## src/rtl/iomem_pkg.sv

```systemverilog
// Shared types and constants for the iomem slot controller.
package iomem_pkg;

    localparam int unsigned ADDR_W  = 32;
    localparam int unsigned DATA_W  = 32;
    localparam int unsigned STRB_W  = 4;
    localparam int unsigned SADDR_W = 20;
    localparam int unsigned SLOT_W  = 4;
    localparam int unsigned PAGE_W  = 8;
    localparam int unsigned CNT_W   = 16;

    localparam int unsigned SLOT_MSB = 23;
    localparam int unsigned SLOT_LSB = 20;
    localparam int unsigned PAGE_MSB = 31;
    localparam int unsigned PAGE_LSB = 24;

    localparam logic [DATA_W-1:0] ERR_RDATA = 32'hFFFF_FFFF;

    typedef enum logic [1:0] {
        ST_IDLE   = 2'd0,
        ST_ACCESS = 2'd1,
        ST_RESP   = 2'd2
    } state_e;

    // Request payload latched from the core and replayed to the slots.
    typedef struct packed {
        logic [ADDR_W-1:0] addr;
        logic [STRB_W-1:0] wstrb;
        logic [DATA_W-1:0] wdata;
    } iomem_req_t;

endpackage

```

## src/rtl/iomem_watchdog.sv

```systemverilog
// Saturating access-duration counter; flags the cycle in which the limit is reached.
module iomem_watchdog
    import iomem_pkg::*;
(
    input  logic             clk,
    input  logic             resetn,
    input  logic             clear,
    input  logic             enable,
    input  logic [CNT_W-1:0] limit,
    output logic             expired_c
);

    logic [CNT_W-1:0] cnt_q;

    // Counter clears on request, otherwise counts up while enabled and sticks at all-ones.
    always_ff @(posedge clk or negedge resetn) begin
        if (!resetn) begin
            cnt_q <= '0;
        end else if (clear) begin
            cnt_q <= '0;
        end else if (enable && (cnt_q != {CNT_W{1'b1}})) begin
            cnt_q <= cnt_q + CNT_W'(1);
        end
    end

    // The limit-th enabled cycle is the last one the slave gets.
    always_comb begin
        expired_c = enable && (cnt_q == (limit - CNT_W'(1)));
    end

endmodule

```

## src/rtl/iomem_slot_ctrl.sv

```systemverilog
// Routes picosoc iomem accesses to one of NUM_SLOTS 1 MiB peripheral slots.
module iomem_slot_ctrl
    import iomem_pkg::*;
#(
    parameter int unsigned        NUM_SLOTS      = 4,
    parameter logic [PAGE_W-1:0]  BASE_PAGE      = 8'h03,
    parameter int unsigned        TIMEOUT_CYCLES = 255
) (
    input  logic                          clk,
    input  logic                          resetn,
    input  logic                          iomem_valid,
    output logic                          iomem_ready,
    input  logic [STRB_W-1:0]             iomem_wstrb,
    input  logic [ADDR_W-1:0]             iomem_addr,
    input  logic [DATA_W-1:0]             iomem_wdata,
    output logic [DATA_W-1:0]             iomem_rdata,
    output logic [NUM_SLOTS-1:0]          s_valid,
    input  logic [NUM_SLOTS-1:0]          s_ready,
    output logic [SADDR_W-1:0]            s_addr,
    output logic [STRB_W-1:0]             s_wstrb,
    output logic [DATA_W-1:0]             s_wdata,
    input  logic [DATA_W*NUM_SLOTS-1:0]   s_rdata,
    output logic                          err_irq,
    output logic [ADDR_W-1:0]             err_addr
);

    state_e                 state_q, state_d;
    iomem_req_t             req_q;
    logic [SLOT_W-1:0]      slot_q;
    logic [NUM_SLOTS-1:0]   s_valid_q, s_valid_d;
    logic                   ready_q, ready_d;
    logic [DATA_W-1:0]      rdata_q, rdata_d;
    logic                   err_irq_q, err_irq_d;
    logic [ADDR_W-1:0]      err_addr_q, err_addr_d;

    logic                   latch_en;
    logic                   wd_clear;
    logic                   wd_en;
    logic                   expired_c;

    logic [SLOT_W-1:0]      slot_in_c;
    logic                   hit_c;
    logic [NUM_SLOTS-1:0]   onehot_c;
    logic                   sel_ready_c;
    logic [DATA_W-1:0]      sel_rdata_c;

    iomem_watchdog u_watchdog (
        .clk       (clk),
        .resetn    (resetn),
        .clear     (wd_clear),
        .enable    (wd_en),
        .limit     (CNT_W'(TIMEOUT_CYCLES)),
        .expired_c (expired_c)
    );

    // Address decode of the incoming request into a slot hit and one-hot select.
    always_comb begin
        slot_in_c = iomem_addr[SLOT_MSB:SLOT_LSB];
        hit_c     = (iomem_addr[PAGE_MSB:PAGE_LSB] == BASE_PAGE) &&
                    ({1'b0, slot_in_c} < 5'(NUM_SLOTS));
        onehot_c  = '0;
        for (int unsigned k = 0; k < NUM_SLOTS; k++) begin
            onehot_c[k] = (slot_in_c == SLOT_W'(k));
        end
    end

    // Ready/rdata mux for the latched slot; other slots' ready lines are ignored.
    always_comb begin
        sel_ready_c = 1'b0;
        sel_rdata_c = '0;
        for (int unsigned k = 0; k < NUM_SLOTS; k++) begin
            if (slot_q == SLOT_W'(k)) begin
                sel_ready_c = s_ready[k];
                sel_rdata_c = s_rdata[DATA_W*k +: DATA_W];
            end
        end
    end

    // Next state and next values of every registered output.
    always_comb begin
        state_d    = state_q;
        s_valid_d  = '0;
        ready_d    = 1'b0;
        rdata_d    = '0;
        err_irq_d  = 1'b0;
        err_addr_d = err_addr_q;
        latch_en   = 1'b0;
        wd_clear   = 1'b0;
        wd_en      = 1'b0;

        unique case (state_q)
            ST_IDLE: begin
                if (iomem_valid && !ready_q) begin
                    latch_en = 1'b1;
                    if (hit_c) begin
                        state_d   = ST_ACCESS;
                        s_valid_d = onehot_c;
                        wd_clear  = 1'b1;
                    end else begin
                        state_d    = ST_RESP;
                        ready_d    = 1'b1;
                        rdata_d    = ERR_RDATA;
                        err_irq_d  = 1'b1;
                        err_addr_d = iomem_addr;
                    end
                end
            end
            ST_ACCESS: begin
                wd_en     = 1'b1;
                s_valid_d = s_valid_q;
                if (sel_ready_c) begin
                    state_d   = ST_RESP;
                    s_valid_d = '0;
                    ready_d   = 1'b1;
                    rdata_d   = sel_rdata_c;
                end else if (expired_c) begin
                    state_d    = ST_RESP;
                    s_valid_d  = '0;
                    ready_d    = 1'b1;
                    rdata_d    = ERR_RDATA;
                    err_irq_d  = 1'b1;
                    err_addr_d = req_q.addr;
                end
            end
            ST_RESP: begin
                state_d = ST_IDLE;
            end
            default: begin
                state_d = ST_IDLE;
            end
        endcase
    end

    // State and output registers.
    always_ff @(posedge clk or negedge resetn) begin
        if (!resetn) begin
            state_q    <= ST_IDLE;
            s_valid_q  <= '0;
            ready_q    <= 1'b0;
            rdata_q    <= '0;
            err_irq_q  <= 1'b0;
            err_addr_q <= '0;
        end else begin
            state_q    <= state_d;
            s_valid_q  <= s_valid_d;
            ready_q    <= ready_d;
            rdata_q    <= rdata_d;
            err_irq_q  <= err_irq_d;
            err_addr_q <= err_addr_d;
        end
    end

    // Request latch, loaded when IDLE accepts a core request.
    always_ff @(posedge clk or negedge resetn) begin
        if (!resetn) begin
            req_q  <= '0;
            slot_q <= '0;
        end else if (latch_en) begin
            req_q  <= '{addr: iomem_addr, wstrb: iomem_wstrb, wdata: iomem_wdata};
            slot_q <= slot_in_c;
        end
    end

    assign iomem_ready = ready_q;
    assign iomem_rdata = rdata_q;
    assign s_valid     = s_valid_q;
    assign s_addr      = req_q.addr[SADDR_W-1:0];
    assign s_wstrb     = req_q.wstrb;
    assign s_wdata     = req_q.wdata;
    assign err_irq     = err_irq_q;
    assign err_addr    = err_addr_q;

endmodule
```

## config.mk

```make
export PLATFORM = sky130hd
export DESIGN_NAME = iomem_slot_ctrl
export DESIGN_NICKNAME = d
export VERILOG_FILES = /design/src/rtl/iomem_pkg.sv /design/src/rtl/iomem_watchdog.sv /design/src/rtl/iomem_slot_ctrl.sv
export SDC_FILE = /design/constraint.sdc
export NUM_CORES = 1
export LEC_CHECK = 0
export BUFFER_PORTS_ARGS = -buffer_cell sky130_fd_sc_hd__clkbuf_2
export CAP_MARGIN = 20
export CORE_ASPECT_RATIO = 1.2
export CORE_MARGIN = 10
export CORE_UTILIZATION = 45
export CTS_CLUSTER_DIAMETER = 40
export DETAILED_ROUTE_END_ITERATION = 6
export PLACE_DENSITY = 0.78
export RECOVER_POWER = 50
export SLEW_MARGIN = 20
export SYNTH_ARGS = -nofsm -noshare
export SYNTH_HDL_FRONTEND = slang
export SYNTH_HIERARCHICAL = 1
export SYNTH_SLANG_ARGS = --single-unit
```

## constraint.sdc

```tcl
create_clock -name clk -period 2.55 [get_ports clk]
set_clock_uncertainty 0.1 [all_clocks]
set_input_delay 0.255 -clock clk [delete_from_list [all_inputs] [get_ports clk]]
set_output_delay 0.255 -clock clk [all_outputs]
set_load 0.005 [all_outputs]
```

==> results.sh <==
export IMPL_status="finished, final reports clean"
export IMPL_hp_start="iomem_addr[20]"
export IMPL_fin_crit_sh=0.9629
export IMPL_hpwl_mm=19.94
export IMPL_worst_pin_slew_ns=1.320
export IMPL_synth_area_leaders="dfrtp_1 47%, nand2_1 10%, buf_4 5.1%"
export IMPL_ys_seq_area_frac=0.4720
export IMPL_start_util=0.4567
export IMPL_synth_flop_cell="dfrtp_1"
export IMPL_wl_per_cell_um=18.62
export IMPL_grt_ovfl_total=0
export IMPL_wl_mm=27.49
export IMPL_period_minus_slack_ns=2.455
export IMPL_setup_tns_ns=0
export IMPL_hold_path_end="s_valid[2]"
export IMPL_multi_input_area_um2=4008
export IMPL_whs_path_depth=2
export IMPL_reg2reg_to="err_addr[6]"
export IMPL_final_antenna_net_count=0
export IMPL_total_power_uw=7664
export IMPL_drc=0
export IMPL_synth_seq_cells=156
export IMPL_syn_area_per_cell_um2=9.917
export IMPL_syn_inst=834
export IMPL_rsz0062_at_grt="no"
export IMPL_crit_path_start_kind="flop"
export IMPL_cts_buffers=17
export IMPL_timing_critical_path_from="u_watchdog/cnt_q[1]"
export IMPL_setup_viol=0
export IMPL_grt_max_degree=70
export IMPL_cts_buffer_depth=2
export IMPL_crit_type="flop to flop"
export IMPL_n_fill_cell=1533
export IMPL_die_w_um=143.8
export IMPL_worstPathArrival_ns=2.67
export IMPL_grt_use_total=0.2229
export IMPL_cap_viol_max_count=0
export IMPL_r2r_start="u_watchdog/cnt_q[1]"
export IMPL_ff2ff_path_depth=8
export IMPL_setup_slack_ns=0.09451
export IMPL_ys_types=56
export IMPL_final_cell_mix="235 x clkbuf_2, 222 x nand2_1, 154 x dfrtp_1"
export IMPL_vias=7439
export IMPL_max_freq_mhz=407.3
export IMPL_synth_edf_count=0
export IMPL_gp_congestion=0.8626
export IMPL_cts_tree="done"
export IMPL_antenna_found_initial=4
export IMPL_netlist_area_leader_share=0.4720
export IMPL_cts_htree_levels=4
export IMPL_grt_pass1_wl_mm=42.49
export IMPL_rrSetupSlack_ns=0.09
export IMPL_root_buffer="clkbuf_16"
export IMPL_synth_mux_area_fraction=0.1372
export IMPL_cts_sinks=156
export IMPL_synth_xor_area_frac=0.03495
export IMPL_slew_violations=0
export IMPL_regArea_um2=3906
export IMPL_nNetsFinal=1439
export IMPL_via_per_inst=5.040
export IMPL_portBuffers=328
export IMPL_synth_top_area_cell="dfrtp_1"
export IMPL_areaGrowthSynthToFinish_pct=36.38
export IMPL_fp_dieH_um=168.5
export IMPL_path_max_fanout=10
export IMPL_synth_adder_area_share=0.003026
export IMPL_required_ns=2.76
export IMPL_layout_drive_gt1_share=0.3047
export IMPL_max_vdd_ir_drop_v=0.0004291
export IMPL_io_pins=329
export IMPL_synth_compound_area_share=0.09349
export IMPL_p_leak_uw=0.005572
export IMPL_power_density_nw_per_um2=679.4
export IMPL_hp_class="primary input to flop"
export IMPL_postCtsSetupBuffers=0
export IMPL_synthSimpleGateAreaFrac=0.1775
export IMPL_final_common_cell="clkbuf_2"
export IMPL_async_flop_share=1.000
export IMPL_die_area_um2=24220
export IMPL_place_ws_ns=0.06608
export IMPL_insertion_delay_ns=0.43
export IMPL_end_kind="flop"
export IMPL_final_hold_viol_count=0
export IMPL_core_um2=18110
export IMPL_rows=54
export IMPL_slew_headroom=0.1198
export IMPL_grt_pass1_vias=7869
export IMPL_path_clk_slew_ns=0.07
export IMPL_drt_iter0_markers=458
export IMPL_ys_warn_count=6
export IMPL_firstDrtPassIters=6
export IMPL_synth_top_family_by_area="simple AND/OR/NAND/NOR gates"
export IMPL_syn_cell_area_um2=8270
[metrics by stage]
| stage | area [µm²] | util | std cells | hold slack, ns |
|---|---|---|---|---|
| after floorplan | 8527 | - | 896 | -0.1406 |
| after global placement | 10090 | 0.5571 | 1370 | 0.1341 |
| after detailed placement | 10090 | 0.5571 | 1370 | 0.1319 |
| after CTS | 11320 | 0.6254 | 1470 | 0.02881 |
| after global routing | 11280 | 0.6228 | 1475 | 0.03480 |
| final | 11280 | 0.6229 | 1476 | 0.04513 |
[worst max-delay path by stage]
stage              endpoint  slack (ns)
2_1_floorplan  err_addr[10]        0.01
3_3_place_gp    err_addr[2]        0.09
3_5_place_dp    err_addr[2]        0.07
4_1_cts         err_addr[2]        0.05
5_1_grt         err_addr[6]       0.001
6_report        err_addr[6]        0.09
[what timing repair did]
item	in CTS	in global routing
hold buffers	68	0
gates resized for setup	0	9
setup endpoints to repair	0	45
hold endpoints to repair	116	0
[critical path, stage by stage (launching register included)]
cell	delay, ns
dfrtp_1	0.40
xor2_1	0.19
nand4_1	0.12
a2111o_1	0.41
a21oi_2	0.11
and4_4	0.23
a41o_4	0.27
clkbuf_16	0.20
mux2_4	0.31
[Yosys cell counts, types with 3 or more instances]
| master | count |
|---|---|
| xnor2_1 | 11 |
| nor4_1 | 3 |
| nor3_1 | 8 |
| buf_2 | 7 |
| nand4_1 | 6 |
| o21ai_0 | 7 |
| mux2_2 | 35 |
| a221oi_1 | 32 |
| and4_1 | 7 |
| buf_4 | 56 |
| nor2_1 | 56 |
| a22oi_1 | 32 |
| nand3_1 | 8 |
| and2_1 | 5 |
| nand2_1 | 222 |
| buf_1 | 4 |
| mux2_4 | 28 |
| buf_6 | 4 |
| xor2_1 | 22 |
| a21oi_1 | 7 |
| mux2i_1 | 32 |
| dfrtp_1 | 156 |
| inv_1 | 4 |
| clkbuf_1 | 37 |
[per-layer routing]
layer  GRT usage  share of wire
met3     0.07027          0.070
met1      0.2392           0.37
met5           0              0
met4     0.09782          0.034
met2      0.3916           0.53
[cells by family (layout without fill, tap and decap cells)]
| family | after synthesis | count (layout) |
|---|---|---|
| compound gates | 97 | 97 |
| xor+xnor | 33 | 33 |
| fa+ha+maj | 2 | 2 |
| buf+inv | 112 | 463 |
| flops | 156 | 156 |
| mux | 95 | 95 |
| other cells | 2 | 69 |
| simple gates | 337 | 337 |
[cell type report]
type,count,area share
clock inverters,13,0.009207
diodes,5,0.001109
multi-input cells,628,0.3553
repair buffers,427,0.2217
clock buffers,19,0.04016
inverters,4,0.001331
flip-flops and latches,156,0.3463
well taps,224,0.02485
[flip-flops by register name (all words and copies together) (netlist names), 2 cells and up]
signal	cells
err_addr	32
iomem_rdata	32
req_q	12
s_addr	20
s_valid	4
s_wdata	32
s_wstrb	4
state_q	2
u_watchdog/cnt_q	16
[report_power, final]
| group | switching, µW | total [µW] | internal (µW) |
|---|---|---|---|
| Clock | 1090 | 2410 | 1320 |
| Combinational | 1110 | 2080 | 971 |
| Sequential | 265 | 3180 | 2910 |
No activity file was read; power rests on OpenSTA's default activity.
